## src/rtl/dino_jump_ctrl.sv

```systemverilog
// Per-frame jump physics for the dino sprite.
// | state | meaning                                  |
// | IDLE  | standing on the ground, waiting for jump |
// | RISE  | moving up, speed decays by GRAVITY       |
// | FALL  | moving down, speed grows up to cap       |
// | DEAD  | frozen after collision, left by reset    |
module dino_jump_ctrl #(
  parameter int GROUND_Y   = 275,
  parameter int DINO_X     = 50,
  parameter int TOP_Y      = 10,
  parameter int JUMP_V0    = 14,
  parameter int GRAVITY    = 1,
  parameter int FAST_FALL  = 3,
  parameter int MAX_FALL_V = 20
) (
  input  logic        clk,
  input  logic        reset,
  input  logic        frame_tick,
  input  logic        up,
  input  logic        down,
  input  logic        game_over,
  output logic [31:0] dino_x,
  output logic [31:0] dino_y,
  output logic        airborne,
  output logic [1:0]  state
);

  typedef enum logic [1:0] {
    S_IDLE = 2'd0,
    S_RISE = 2'd1,
    S_FALL = 2'd2,
    S_DEAD = 2'd3
  } state_t;

  state_t     r_state, w_state_nxt;
  logic [9:0] r_y, w_y_nxt;
  logic [7:0] r_vel, w_vel_nxt;
  logic       r_jump_req, w_req_nxt;
  logic       r_tick_d;

  logic        w_tick;
  logic [10:0] w_top_lim;
  logic [7:0]  w_vel_dec;
  logic [8:0]  w_fall_raw;
  logic [7:0]  w_fall_v;
  logic [10:0] w_fall_y;

  assign w_tick     = frame_tick & ~r_tick_d;
  // Upper-border test is done as y < TOP_Y + vel so nothing wraps below zero.
  assign w_top_lim  = 11'(TOP_Y) + {3'b000, r_vel};
  assign w_vel_dec  = r_vel - 8'(GRAVITY);
  assign w_fall_raw = {1'b0, r_vel} + 9'(GRAVITY) + (down ? 9'(FAST_FALL) : 9'd0);
  assign w_fall_v   = (w_fall_raw > 9'(MAX_FALL_V)) ? 8'(MAX_FALL_V) : w_fall_raw[7:0];
  assign w_fall_y   = {1'b0, r_y} + {3'b000, w_fall_v};

  // State, position, speed and latched jump request registers.
  always_ff @(posedge clk or posedge reset) begin
    if (reset) begin
      r_state    <= S_IDLE;
      r_y        <= 10'(GROUND_Y);
      r_vel      <= 8'd0;
      r_jump_req <= 1'b0;
      r_tick_d   <= 1'b0;
    end else begin
      r_state    <= w_state_nxt;
      r_y        <= w_y_nxt;
      r_vel      <= w_vel_nxt;
      r_jump_req <= w_req_nxt;
      r_tick_d   <= frame_tick;
    end
  end

  // Next-state physics; collision takes priority over any frame update.
  always_comb begin
    w_state_nxt = r_state;
    w_y_nxt     = r_y;
    w_vel_nxt   = r_vel;
    w_req_nxt   = r_jump_req | up;
    if (r_state == S_DEAD) begin
      w_req_nxt = 1'b0;
    end else if (game_over) begin
      w_state_nxt = S_DEAD;
      w_req_nxt   = 1'b0;
    end else if (w_tick) begin
      w_req_nxt = 1'b0;
      case (r_state)
        S_IDLE: begin
          if (r_jump_req) begin
            w_y_nxt     = 10'(GROUND_Y - JUMP_V0);
            w_vel_nxt   = 8'(JUMP_V0 - GRAVITY);
            w_state_nxt = S_RISE;
          end
        end
        S_RISE: begin
          if (down) begin
            w_vel_nxt   = 8'd0;
            w_state_nxt = S_FALL;
          end else if ({1'b0, r_y} < w_top_lim) begin
            w_y_nxt     = 10'(TOP_Y);
            w_vel_nxt   = 8'd0;
            w_state_nxt = S_FALL;
          end else begin
            w_y_nxt = r_y - {2'b00, r_vel};
            if (r_vel <= 8'(GRAVITY)) begin
              w_vel_nxt   = 8'd0;
              w_state_nxt = S_FALL;
            end else begin
              w_vel_nxt = w_vel_dec;
            end
          end
        end
        S_FALL: begin
          if (w_fall_y >= 11'(GROUND_Y)) begin
            w_y_nxt     = 10'(GROUND_Y);
            w_vel_nxt   = 8'd0;
            w_state_nxt = S_IDLE;
          end else begin
            w_y_nxt   = w_fall_y[9:0];
            w_vel_nxt = w_fall_v;
          end
        end
        default: ;
      endcase
    end
  end

  assign dino_x   = 32'(DINO_X);
  assign dino_y   = {22'd0, r_y};
  assign airborne = (r_state == S_RISE) | (r_state == S_FALL);
  assign state    = r_state;

endmodule

```

## config.mk

```make
export PLATFORM = sky130hd
export DESIGN_NAME = dino_jump_ctrl
export DESIGN_NICKNAME = d
export VERILOG_FILES = /design/src/rtl/dino_jump_ctrl.sv
export SDC_FILE = /design/constraint.sdc
export NUM_CORES = 1
export LEC_CHECK = 0
export ABC_AREA = 1
export CAP_MARGIN = 20
export CELL_PAD_IN_SITES_DETAIL_PLACEMENT = 1
export CELL_PAD_IN_SITES_GLOBAL_PLACEMENT = 2
export CORE_ASPECT_RATIO = 1.25
export CORE_MARGIN = 2
export CORE_UTILIZATION = 38
export CTS_CLUSTER_DIAMETER = 80
export CTS_CLUSTER_SIZE = 14
export DETAILED_ROUTE_END_ITERATION = 8
export DONT_BUFFER_PORTS = 1
export PLACE_DENSITY_LB_ADDON = 0.3
export RECOVER_POWER = 50
export SYNTH_ARGS = -nofsm -noshare
export SYNTH_HDL_FRONTEND = slang
export SYNTH_SLANG_ARGS = --single-unit
```

## constraint.sdc

```tcl
create_clock -name clk -period 9.3 [get_ports clk]
set_input_delay 1.395 -clock clk [delete_from_list [all_inputs] [get_ports clk]]
set_output_delay 1.395 -clock clk [all_outputs]
set_load 0.1 [all_outputs]
```

==> impl_metrics.tcl, run 1 <==
set metrics [dict create \
    die_w_um 86.8 \
    clock-sinks 22 \
    core_area_um2 8290 \
    die_area_um2 9320 \
    crit_start "down" \
    yosysWarnings 0 \
    syn_avg_cell_area_um2 6.70 \
    synth.largest_area_cell "nand2_1" \
    drive_above_1_share 0.0577 \
    portBuffers 0 \
    grt_pass1_vias 3048 \
    place_congestion 0.894 \
    finalMaxSlewViolations 0 \
    worstSetupPathType "input port to register" \
    vias 2907 \
    path_buf_inv 3 \
    rr_endpoint "state[1]" \
    hp-class "register to register" \
    grtUsageTotal 0.203 \
    path_depth 24 \
    post_drt_wl_per_cell_um 15.8 \
    insertion_delay_ns 0.29 \
    cts_tree "yes" \
    start_util 0.393 \
    dp_hpwl_um 7830 \
    synth_cells 486 \
    hold_viol_final 0 \
    rsz0062_at_grt "no" \
    grt_pass1_wl_um 14600 \
    yosys.cell_types.count 39 \
    synthXorXnorAreaFrac 0.0404 \
    row_count 37 \
    skew_ns 0.00511 \
    cts_buffers 3 \
    synth_area_leaders "nand2_1, dfrtp_1, ha_1" \
    crit_path_top_delay_cell "fa_1" \
    antenna_cells 0 \
    worst_pin_slew_ns 1.14 \
    holdBufCountCts 0 \
    r2r-start "r_vel[1]" \
    rrSetupSlack_ns 4.99 \
    whs_ns 0.517 \
    cp-endpoint "state[1]" \
    path_cells "inv_1 > ha_1 > fa_1 > inv_1 > nand3_1 > nand2_1 > o21ai_1 > inv_1 > nand2_1 > nand2_2 > nor3_2 > ha_1 > fa_1 > nand3_1 > nand2_1 > nand4_1 > nand2_1 > nand2_1 > nand3_1 > nand2_1 > nand4_1 > nand3_1 > nand2_1 > nand2_1" \
    fmax_mhz 205 \
    antenna_found_initial 0 \
    synth_edf_count 0 \
    synth_mux_area_frac 0 \
    syn-cell-area_um2 3250 \
    arrival_ns 5.11 \
    synth-compound-area-share 0.0827 \
    fin_crit_ns 4.88 \
    fp.dieH_um 107 \
    setup_viol 0 \
    crit_path_max_fanout 13 \
    syn2layout_area_growth_pct -2.11 \
    synthFlopType "dfrtp_1" \
    post-route-period-util 0.525 \
    firstDrtPassIters 4 \
    post_cts_buffers 0 \
    max-clock-path-buffers 2 \
    cp_common_cell "nand2_1" \
    slew_headroom 0.241 \
    mostFrequentLayoutCells "nand2_1, inv_1, conb_1, ha_1, nor2_1" \
    cts_root_buffer "clkbuf_8" \
    nets 530 \
    yosysSeqAreaShare 0.171 \
    wl_um 9210 \
    place_inst 578 \
    required_ns 9.53 \
    stdcell_count 582 \
    cts.reportedPaths.clkPinSlew_ns 0.10 \
    synthAdderAreaFrac 0.155 \
    ant_nets 0 \
    ys_ff_latch 22 \
    worstSetupEndpointType "register" \
    layout_commonest_cell "nand2_1" \
    yosys.area_share.simple 0.329 \
    fillers 1135 \
    synth_top_area_share 0.153 \
    grt_max_degree 23 \
    drc 0 \
    synth_async_sr_flop_share 1.00 \
    ioPinCount 73 \
    max_cap_viol_count 0 \
    critPathMaxStageDelay_ns 0.47 \
    outcome "completed" \
    cp-start-kind "input port" \
    gr-total-overflow 0 \
    cts_resized 0 \
    finalSetupTns_ns 0 \
    htree_levels 1 \
    drt-initial-drc-count 73 \
    worst_r2r_path_depth 23 \
    via_per_inst 4.99 \
    crit_family "simple AND/OR/NAND/NOR gates" \
    synth_top_family_by_area "simple AND/OR/NAND/NOR gates" \
]
## registers in the layout (all words and copies together) (netlist names)
register / count
r_y: 10
r_vel: 8
state: 2
r_jump_req: 1
r_tick_d: 1
## cell type report
| cell class | count | area, um2 | area share |
|---|---|---|---|
| clock buffer | 3 | 41.3 | 0.0130 |
| clock inverter | 1 | 30.0 | 0.00943 |
| inverter | 66 | 248 | 0.0778 |
| multi-input combinational | 393 | 2190 | 0.687 |
| sequential | 22 | 556 | 0.174 |
| tap | 97 | 121 | 0.0381 |
## cells by family after synthesis
kind of cell | count (synthesis)
and+or+nand+nor | 237
AOI/OAI and AO/OA | 46
buffers and inverters | 126
DFF | 22
other | 2
adders and majority gates | 38
xor gates and xnor gates | 15
## layer usage
layer | GRT usage | vias up | part of all wire
li1 | - | 1447 | -
met1 | 0.220 | 1390 | 0.40
met2 | 0.400 | 50 | 0.55
met3 | 0.0161 | 20 | 0.029
met4 | 0.0703 | 0 | 0.026
met5 | 0 | - | 0
## worst register-to-register path, cell delays in order, from the launching register on
cell and delay, ns:
dfrtp_1 0.50, inv_1 0.24, fa_1 0.47, inv_1 0.09, nand3_1 0.12, nand2_1 0.09, o21ai_1 0.11, inv_1 0.07
nand2_1 0.07, nand2_2 0.12, nor3_2 0.07, ha_1 0.26, fa_1 0.47, nand3_1 0.14, nand2_1 0.10, nand4_1 0.10
nand2_1 0.06, nand2_1 0.09, nand3_1 0.10, nand2_1 0.38, nand4_1 0.27, nand3_1 0.18, nand2_1 0.06, nand2_1 0.10
## cells in the mapped netlist, types with 5 or more instances
master	number
nor2_1	31
nand2_2	6
dfrtp_1	18
o21ai_0	15
nand4_1	18
inv_1	62
nand3_1	28
xor2_1	12
ha_1	34
nand2_1	133
nor3_2	5
a21oi_1	14
buf_4	55
## how the worst min path moves through the flow
stage	cells after the start	to	slack [ns]	from
global route	2	r_jump_req	0.56	r_tick_d
CTS	2	r_jump_req	0.53	r_tick_d
global placement	2	r_jump_req	0.48	r_tick_d
finish	2	r_jump_req	0.52	r_tick_d
detailed placement	2	r_jump_req	0.51	r_tick_d
floorplan	2	r_jump_req	0.47	r_tick_d
## through the flow
stage,setup WS [ns],instance area [um2],utilization
floorplan,4.96,3460,-
global placement,4.30,3110,0.376
detailed placement,4.12,3110,0.376
CTS,4.44,3190,0.384
global route,3.99,3190,0.384
finish,4.42,3190,0.384
Power of run 1 is not shown: default switching activity piles up to over one toggle a cycle in this logic, so the estimate is an artifact.
==> run 2: changes to the inputs <==
--- a/config.mk
+++ b/config.mk
@@ -11,7 +11,7 @@
 export CELL_PAD_IN_SITES_GLOBAL_PLACEMENT = 2
 export CORE_ASPECT_RATIO = 1.25
 export CORE_MARGIN = 2
-export CORE_UTILIZATION = 38
+export CORE_UTILIZATION = 35
 export CTS_CLUSTER_DIAMETER = 80
 export CTS_CLUSTER_SIZE = 14
 export DETAILED_ROUTE_END_ITERATION = 8
==> constraint.sdc (replaced) <==
create_clock -name clk -period 4.95 [get_ports clk]
set_input_delay 0.7425 -clock clk [delete_from_list [all_inputs] [get_ports clk]]
set_output_delay 0.7425 -clock clk [all_outputs]
set_load 0.1 [all_outputs]
==> impl_metrics.tcl, run 2 (synthesis gave the netlist of run 1 again) <==
set metrics [dict create \
    hold_end "r_tick_d" \
    largest_register_ffs 10 \
    min_path_cells 0 \
    rr_endpoint "r_y[7]" \
    via_per_inst 4.79 \
    cts_resized 0 \
    die_w_um 90.2 \
    grt_max_degree 23 \
    ant_nets 0 \
    cp_common_cell "nand2_1" \
    cts.reportedPaths.clkPinSlew_ns 0.06 \
    met2_usage 0.356 \
    grtUsageTotal 0.191 \
    cp-start-kind "register" \
    drc 0 \
    htree_levels 1 \
    skew_ns 0.00280 \
    rsz0062_at_grt "no" \
    ioPinCount 73 \
    use_met1 0.220 \
    drive_above_1_share 0.0635 \
    crit_path_max_fanout 13 \
    nets 533 \
    slew_headroom 0.0307 \
    hp-class "input port to register" \
    clock-sinks 22 \
    antenna_cells 0 \
    fp.dieH_um 112 \
    portBuffers 0 \
    busiest_layer "met2" \
    fmax_mhz 241 \
    post_cts_buffers 0 \
    max-clock-path-buffers 2 \
    finalSetupTns_ns 0 \
    worst_pin_slew_ns 1.45 \
    dp_hpwl_um 7840 \
    worstSetupPathType "register to register" \
    antenna_found_initial 0 \
    final_area_um2 3250 \
    post-route-period-util 0.838 \
    grt_pass1_wl_um 15400 \
    use_met3 0.0183 \
    syn2layout_area_growth_pct -0.231 \
    worstSetupEndpointType "register" \
    cts_buffers 3 \
    insertion_delay_ns 0.27 \
    arrival_ns 4.35 \
    outcome "completed" \
    top_register "r_y" \
    placed_area_um2 3170 \
    path_cells "inv_1 > ha_1 > fa_1 > inv_1 > nand3_1 > nor2_1 > o21ai_1 > nand2_1 > nor3_2 > ha_1 > fa_1 > nand3_1 > nand2_1 > nand4_1 > nand2_1 > nand2_1 > nand3_1 > nand2_1 > nand3_1 > o21ai_0 > nand2_1 > nand2_1" \
    required_ns 5.15 \
    gr-total-overflow 0 \
    r2r-start "r_vel[0]" \
    wl_um 9350 \
    worst_r2r_path_depth 22 \
    rrSetupSlack_ns 0.80 \
    fin_crit_ns 4.15 \
    place_congestion 0.812 \
    max_cap_viol_count 0 \
    vias 2929 \
    cts_root_buffer "clkbuf_16" \
    row_count 39 \
    crit_path_top_delay_cell "fa_1" \
    grt_pass1_vias 2958 \
    die_area_um2 10100 \
    crit_start "r_vel[0]" \
    core_area_um2 9080 \
    firstDrtPassIters 4 \
    holdBufCountCts 0 \
    hp-start "frame_tick" \
    start_util 0.359 \
    hold_viol_final 0 \
    post_drt_wl_per_cell_um 15.3 \
    layout_commonest_cell "nand2_1" \
    mostFrequentLayoutCells "nand2_1, inv_1, conb_1, ha_1, nor2_1" \
    whs_ns 0.497 \
    critPathMaxStageDelay_ns 0.47 \
    finalMaxSlewViolations 0 \
    drt-initial-drc-count 88 \
    cts_tree "yes" \
    setup_viol 0 \
]
run 2: cell type report:
type                       count  area (um2)
clock buffer                   4        88.8
timing repair buffer           3        11.3
fill                        1228        5830
inverter                      66         248
tap                          123         154
sequential                    22         556
multi-input combinational    393        2190
run 2: worst max-delay path by stage:
stage                to
2_1_floorplan    r_y[0]
3_3_place_gp   state[1]
4_1_cts          r_y[6]
6_report         r_y[7]
3_5_place_dp     r_y[6]
5_1_grt        state[1]
run 2: critical path: cells and delay by family (launching register included):
kind / cells / cell delay, ns
DFF: 1 / 0.45
and+or+nand+nor: 14 / 1.80
AOI/OAI and AO/OA: 2 / 0.27
buffers and inverters: 2 / 0.22
adders and majority gates: 4 / 1.33
run 2: routing by layer:
metal | vias up | share of wire
li1 | 1457 | -
met1 | 1389 | 0.40
met2 | 63 | 0.53
met3 | 20 | 0.032
met4 | 0 | 0.032
met5 | - | 0
run 2: through the flow:
step                worst slack, ns  instances   util
detailed placement            0.579        607  0.349
global route                  0.312        611  0.358
finish                        0.804        611  0.358
global placement              0.677        607  0.349
floorplan                      1.26        541      -
CTS                           0.789        611  0.359
Power of run 2 is left out for the same reason.
